$ cat src/rtl/ternary_serial_adder_pkg.sv
`default_nettype none
// ============================================================================
// Module      : ternary_serial_adder_pkg
// Description : Trit codes, FSM state encodings and half-adder result type
//               shared by the serial ternary adder and its half adder.
// Revision    : 1.0
// ============================================================================
package ternary_serial_adder_pkg;

    typedef logic [1:0] trit_t;

    localparam trit_t c_T0   = 2'b00;
    localparam trit_t c_T1   = 2'b01;
    localparam trit_t c_T2   = 2'b10;
    localparam trit_t c_TINV = 2'b11;

    localparam logic [1:0] c_IDLE    = 2'd0;
    localparam logic [1:0] c_PASS_AB = 2'd1;
    localparam logic [1:0] c_PASS_C  = 2'd2;
    localparam logic [1:0] c_DONE    = 2'd3;

    typedef struct packed {
        trit_t sum;
        logic  carry;
    } ha_out_t;

    // The invalid code is folded to zero so the datapath stays defined;
    // the result is discarded anyway whenever an operand was invalid.
    function automatic trit_t trit_clean(input trit_t t);
        return (t == c_TINV) ? c_T0 : t;
    endfunction

endpackage : ternary_serial_adder_pkg
`default_nettype wire

$ cat src/rtl/ternary_serial_adder_half.sv
`default_nettype none
// ============================================================================
// Module      : ternary_half_adder
// Description : Combinational one-trit adder: (x + y) mod 3 with carry.
// Revision    : 1.0
// ============================================================================
module ternary_half_adder
    import ternary_serial_adder_pkg::*;
(
    input  logic [1:0] x,
    input  logic [1:0] y,
    output ha_out_t    result
);

    trit_t      w_x;
    trit_t      w_y;
    logic [2:0] w_total;

    always_comb begin
        w_x     = trit_clean(x);
        w_y     = trit_clean(y);
        w_total = {1'b0, w_x} + {1'b0, w_y};
        result  = '{sum: c_T0, carry: 1'b0};
        case (w_total)
            3'd0:    result = '{sum: c_T0, carry: 1'b0};
            3'd1:    result = '{sum: c_T1, carry: 1'b0};
            3'd2:    result = '{sum: c_T2, carry: 1'b0};
            3'd3:    result = '{sum: c_T0, carry: 1'b1};
            3'd4:    result = '{sum: c_T1, carry: 1'b1};
            default: result = '{sum: c_T0, carry: 1'b0};
        endcase
    end

endmodule : ternary_half_adder
`default_nettype wire

$ cat src/rtl/ternary_serial_adder.sv
`default_nettype none
// ============================================================================
// Module      : ternary_serial_adder
// Description : Bit-serial (trit-serial) adder using one time-shared ternary
//               half adder, two passes per trit, result after 2*N_TRITS+1.
// Revision    : 1.0
// ============================================================================
module ternary_serial_adder
    import ternary_serial_adder_pkg::*;
#(
    parameter int N_TRITS = 4
) (
    input  logic                   clk,
    input  logic                   rst_n,
    input  logic                   start,
    input  logic [2*N_TRITS-1:0]   a,
    input  logic [2*N_TRITS-1:0]   b,
    output logic                   ready,
    output logic                   done,
    output logic [2*N_TRITS-1:0]   sum,
    output logic                   carry_out,
    output logic                   err
);

    localparam int IDX_W = (N_TRITS > 1) ? $clog2(N_TRITS) : 1;
    localparam logic [IDX_W-1:0] c_LAST_IDX = IDX_W'(N_TRITS - 1);

    logic [1:0]           r_state;
    logic [2*N_TRITS-1:0] r_a;
    logic [2*N_TRITS-1:0] r_b;
    logic [IDX_W-1:0]     r_idx;
    logic                 r_carry;
    trit_t                r_part_s;
    logic                 r_carry_a;
    logic                 r_err_pend;

    logic [N_TRITS-1:0]   w_inv_a;
    logic [N_TRITS-1:0]   w_inv_b;
    logic                 w_any_inv;
    trit_t                w_a_trit;
    trit_t                w_b_trit;
    trit_t                w_ha_x;
    trit_t                w_ha_y;
    ha_out_t              w_ha;

    for (genvar gi = 0; gi < N_TRITS; gi++) begin : g_inv
        assign w_inv_a[gi] = (a[2*gi +: 2] == c_TINV);
        assign w_inv_b[gi] = (b[2*gi +: 2] == c_TINV);
    end

    assign w_any_inv = |{w_inv_a, w_inv_b};
    assign ready     = (r_state == c_IDLE);

    assign w_a_trit = r_a[{r_idx, 1'b0} +: 2];
    assign w_b_trit = r_b[{r_idx, 1'b0} +: 2];

    // First pass adds the operand trits, second pass folds in the carry.
    always_comb begin
        w_ha_x = w_a_trit;
        w_ha_y = w_b_trit;
        if (r_state == c_PASS_C) begin
            w_ha_x = r_part_s;
            w_ha_y = {1'b0, r_carry};
        end
    end

    ternary_half_adder u_half_adder (
        .x      (w_ha_x),
        .y      (w_ha_y),
        .result (w_ha)
    );

    always_ff @(posedge clk or negedge rst_n) begin
        if (!rst_n) begin
            r_state    <= c_IDLE;
            r_a        <= '0;
            r_b        <= '0;
            r_idx      <= '0;
            r_carry    <= 1'b0;
            r_part_s   <= c_T0;
            r_carry_a  <= 1'b0;
            r_err_pend <= 1'b0;
            done       <= 1'b0;
            sum        <= '0;
            carry_out  <= 1'b0;
            err        <= 1'b0;
        end else begin
            done <= 1'b0;
            case (r_state)
                c_IDLE: begin
                    if (start) begin
                        r_a        <= a;
                        r_b        <= b;
                        r_idx      <= '0;
                        r_carry    <= 1'b0;
                        r_err_pend <= w_any_inv;
                        sum        <= '0;
                        carry_out  <= 1'b0;
                        err        <= 1'b0;
                        r_state    <= c_PASS_AB;
                    end
                end
                c_PASS_AB: begin
                    r_part_s  <= w_ha.sum;
                    r_carry_a <= w_ha.carry;
                    r_state   <= c_PASS_C;
                end
                c_PASS_C: begin
                    sum[{r_idx, 1'b0} +: 2] <= w_ha.sum;
                    // At most one of the two passes can carry.
                    r_carry <= r_carry_a | w_ha.carry;
                    if (r_idx == c_LAST_IDX) begin
                        r_state <= c_DONE;
                    end else begin
                        r_idx   <= r_idx + IDX_W'(1);
                        r_state <= c_PASS_AB;
                    end
                end
                c_DONE: begin
                    done      <= 1'b1;
                    err       <= r_err_pend;
                    carry_out <= r_err_pend ? 1'b0 : r_carry;
                    if (r_err_pend) begin
                        sum <= '0;
                    end
                    r_state <= c_IDLE;
                end
                default: r_state <= c_IDLE;
            endcase
        end
    end

endmodule : ternary_serial_adder
`default_nettype wire

$ cat config.mk
export PLATFORM = sky130hd
export DESIGN_NAME = ternary_serial_adder
export DESIGN_NICKNAME = d
export VERILOG_FILES = /design/src/rtl/ternary_serial_adder_pkg.sv /design/src/rtl/ternary_serial_adder_half.sv /design/src/rtl/ternary_serial_adder.sv
export SDC_FILE = /design/constraint.sdc
export NUM_CORES = 1
export LEC_CHECK = 0
export BUFFER_PORTS_ARGS = -buffer_cell sky130_fd_sc_hd__clkbuf_2
export CAP_MARGIN = 20
export CORE_UTILIZATION = 55
export CTS_BUF_LIST = sky130_fd_sc_hd__clkbuf_8
export CTS_CLUSTER_DIAMETER = 120
export DETAILED_ROUTE_END_ITERATION = 16
export PLACE_DENSITY = 0.78
export SLEW_MARGIN = 25
export SYNTH_ARGS = -nofsm -noshare
export SYNTH_HDL_FRONTEND = slang
export SYNTH_SLANG_ARGS = --single-unit
$ cat constraint.sdc
create_clock -name clk -period 3.69 [get_ports clk]
set_input_delay 0.1845 -clock clk [delete_from_list [all_inputs] [get_ports clk]]
set_output_delay 0.1845 -clock clk [all_outputs]
set_load 0.05 [all_outputs]
==> flow_metrics.env <==
export IMPL_ys_ff_latch=36
export IMPL_groute_usage_overall=0.243
export IMPL_worstPathMaxFanout=17
export IMPL_ioPinCount=31
export IMPL_diodes=0
export IMPL_vias_per_cell=5.70
export IMPL_crit_path_cell_trace="buf_4, mux2i_1, nor3_1, a211oi_4, or3_4, inv_2, fa_1, nor2b_1, nand4_1, nand3_1"
export IMPL_yosys_warnings=0
export IMPL_routed_wirelength_mm=4.06
export IMPL_end_kind="flip-flop"
export IMPL_clk_path_buf_depth=2
export IMPL_rsz0062_at_grt="false"
export IMPL_gp_congestion=0.913
export IMPL_mostFrequentLayoutCell="dfrtp_1"
export IMPL_p_leak_nw=1.02
export IMPL_hp_class="primary input to async pin"
export IMPL_postCtsSetupBuffers=0
export IMPL_vias=1448
export IMPL_crit_type="flip-flop to flip-flop"
export IMPL_power_w=0.00213
export IMPL_ys_seq_area_frac=0.459
export IMPL_cts_sinks=36
export IMPL_fin_crit_sh=0.832
export IMPL_overflow=0
export IMPL_synth_cell_types=46
export IMPL_tns_ns=0
export IMPL_path_clk_slew_ns=0.07
export IMPL_initialDrtViolationCount=93
export IMPL_finalSetupViolations=0
export IMPL_grt_pass1_vias=1316
export IMPL_period_minus_slack_ns=3.07
export IMPL_tightest_slew_ns=0.975
export IMPL_ctsResizeCount=0
export IMPL_synth_cells=179
export IMPL_fmax_mhz=326
export IMPL_syn_nets=203
export IMPL_io_buffers=30
export IMPL_cap_violations=0
export IMPL_final_max_slew_viol_count=0
export IMPL_nets=231
export IMPL_clock_tree_htree_level_count=2
export IMPL_drt_pass1_iter_count=4
export IMPL_hold_buffers=0
export IMPL_placed_area_um2=2100
export IMPL_arrival_ns=3.29
export IMPL_status="finished, final reports clean"
export IMPL_antenna_found_initial=0
export IMPL_syn_area_um2=1960
export IMPL_cts_root_buf="clkbuf_8"
export IMPL_cts_tree="yes"
export IMPL_grt_pass1_wl_mm=6.45
export IMPL_cp_required_ns=3.91
export IMPL_route_detailed_drc=0
export IMPL_num_rows=21
export IMPL_slew_limit_headroom=0.350
export IMPL_synth_area_leaders="dfrtp_1 46%, mux2_2 10%, ha_1 2.6%"
export IMPL_ys_flop_type="dfrtp_1"
export IMPL_start_util=0.583
export IMPL_layout_drive_gt1_share=0.322
export IMPL_power_density_nw_per_um2=964
export IMPL_core_um2=3360
export IMPL_hold_viol=0
export IMPL_finClkSkew_ns=0.00198
export IMPL_cts_made_buffers=5
export IMPL_die_w_um=61.7
export IMPL_synth_edf_count=0
export IMPL_area_growth_pct=13.0
export IMPL_synth_top_area_cell="dfrtp_1"
export IMPL_design_area_um2=2210
export IMPL_clk_latency_ns=0.29
export IMPL_netlist_area_leader_share=0.459
export IMPL_slowest_delay_ns=0.59
export IMPL_final_cell_mix="36 x dfrtp_1, 30 x clkbuf_2, 18 x mux2_2, 13 x nor2_1, 12 x nand2_1"
export IMPL_synthArstFlopShare=1.00
export IMPL_slowest_stage="fa_1"
export IMPL_grt_max_degree=37
export IMPL_die_y_um=61.7
export IMPL_drt_antenna_violating_nets=0
export IMPL_place_hpwl_mm=3.08
export IMPL_peakVddDrop_v=0.000449
export IMPL_dieArea_um2=3810
export IMPL_wire_per_inst_um=16.0
export IMPL_synth_avg_cell_area_um2=11.0
export IMPL_cp_start_kind="flip-flop"
## per-stage QoR
stage | utilization | std cells | hold WS, ns | setup WS (ns)
6_report | 0.658 | 254 | 0.00280 | 0.619
5_1_grt | 0.658 | 254 | 0.0772 | 0.363
4_1_cts | 0.658 | 254 | 0.0220 | 0.669
3_5_place_dp | 0.625 | 246 | 0.337 | 0.703
3_3_place_gp | 0.625 | 246 | 0.319 | 0.735
2_1_floorplan | - | 179 | -0.111 | 0.843
## where the power goes
group / total [W] / switching (W) / internal [W] / leakage (nW)
clock network: 0.000345 / 0.000145 / 0.000200 / 0.0541
logic: 0.00114 / 0.000696 / 0.000440 / 0.510
registers: 0.000655 / 0.000116 / 0.000539 / 0.453
## cells in the mapped netlist, types with 2 or more instances
| cell type | number |
|---|---|
| buf_6 | 3 |
| a2111oi_2 | 2 |
| a31oi_1 | 2 |
| nor4_1 | 2 |
| and2_1 | 2 |
| a21oi_1 | 4 |
| and3_1 | 3 |
| a2111oi_1 | 2 |
| dfrtp_1 | 36 |
| a221oi_1 | 2 |
| nand3_1 | 4 |
| or4_1 | 2 |
| or3_1 | 2 |
| nor2b_1 | 5 |
| nor3_1 | 3 |
| nor2_1 | 13 |
| o21ai_1 | 3 |
| inv_1 | 8 |
| clkbuf_1 | 3 |
| mux2i_1 | 2 |
| ha_1 | 4 |
| o21ai_0 | 5 |
| inv_2 | 2 |
| a32o_1 | 4 |
| buf_4 | 3 |
| nand2_1 | 12 |
| o31ai_1 | 5 |
| a22o_1 | 3 |
| nand4_1 | 2 |
| nand2b_1 | 3 |
| mux2_2 | 18 |
## state kept, by name, indices dropped and copies added, names as in the netlist
name / count
carry_out: 1
done: 1
err: 1
r_a: 8
r_b: 8
r_carry: 1
r_carry_a: 1
r_err_pend: 1
r_idx: 2
r_part_s: 2
r_state: 2
sum: 8
## layout make-up
cell class	instances	area, um2
tap	46	57.6
timing repair buffer	31	158
clock inverter	3	42.5
inverter	10	37.5
clock buffer	5	68.8
multi-input combinational	123	950
fill	292	1150
sequential	36	901
## final timing paths
check	startpoint	end	slack [ns]	cells after the start
setup / recovery	r_idx[0]	r_carry	0.62	10
hold / removal	rst_n	r_err_pend	0.003	1
setup reg to reg	r_idx[0]	r_carry	0.62	10
hold reg to reg	sum[4]	sum[4]	0.49	2
max in group asynchronous	rst_n	sum[2]	3.16	1
min in group clk	a[0]	r_a[0]	0.14	2
## per-layer routing
metal	GRT usage	vias to the layer above	wire length, um
met5	0	-	0
met4	0.102	0	94
met3	0.0455	8	137
met2	0.404	42	2060
met1	0.312	691	1770
li1	-	707	-
## critical path, delay by kind of cell (launching register included)
family | cells | cell delay (ns)
adder cells (fa/ha/maj) | 1 | 0.59
buffers and inverters | 2 | 0.32
AND/OR/NAND/NOR | 5 | 1.06
multiplexers | 1 | 0.26
AO/OA/AOI/OAI | 1 | 0.33
flip-flops | 1 | 0.44
## cell families (layout without fill, tap and decap cells)
family,Yosys count,in the layout,synth area share
simple gates,58,58,0.160
compound gates,38,38,0.156
flops,36,36,0.459
mux,21,21,0.121
buf+inv,20,49,0.0562
fa+ha+maj,5,5,0.0357
xor+xnor,1,1,0.0115
Note: power is estimated with default switching activity, not from simulation.
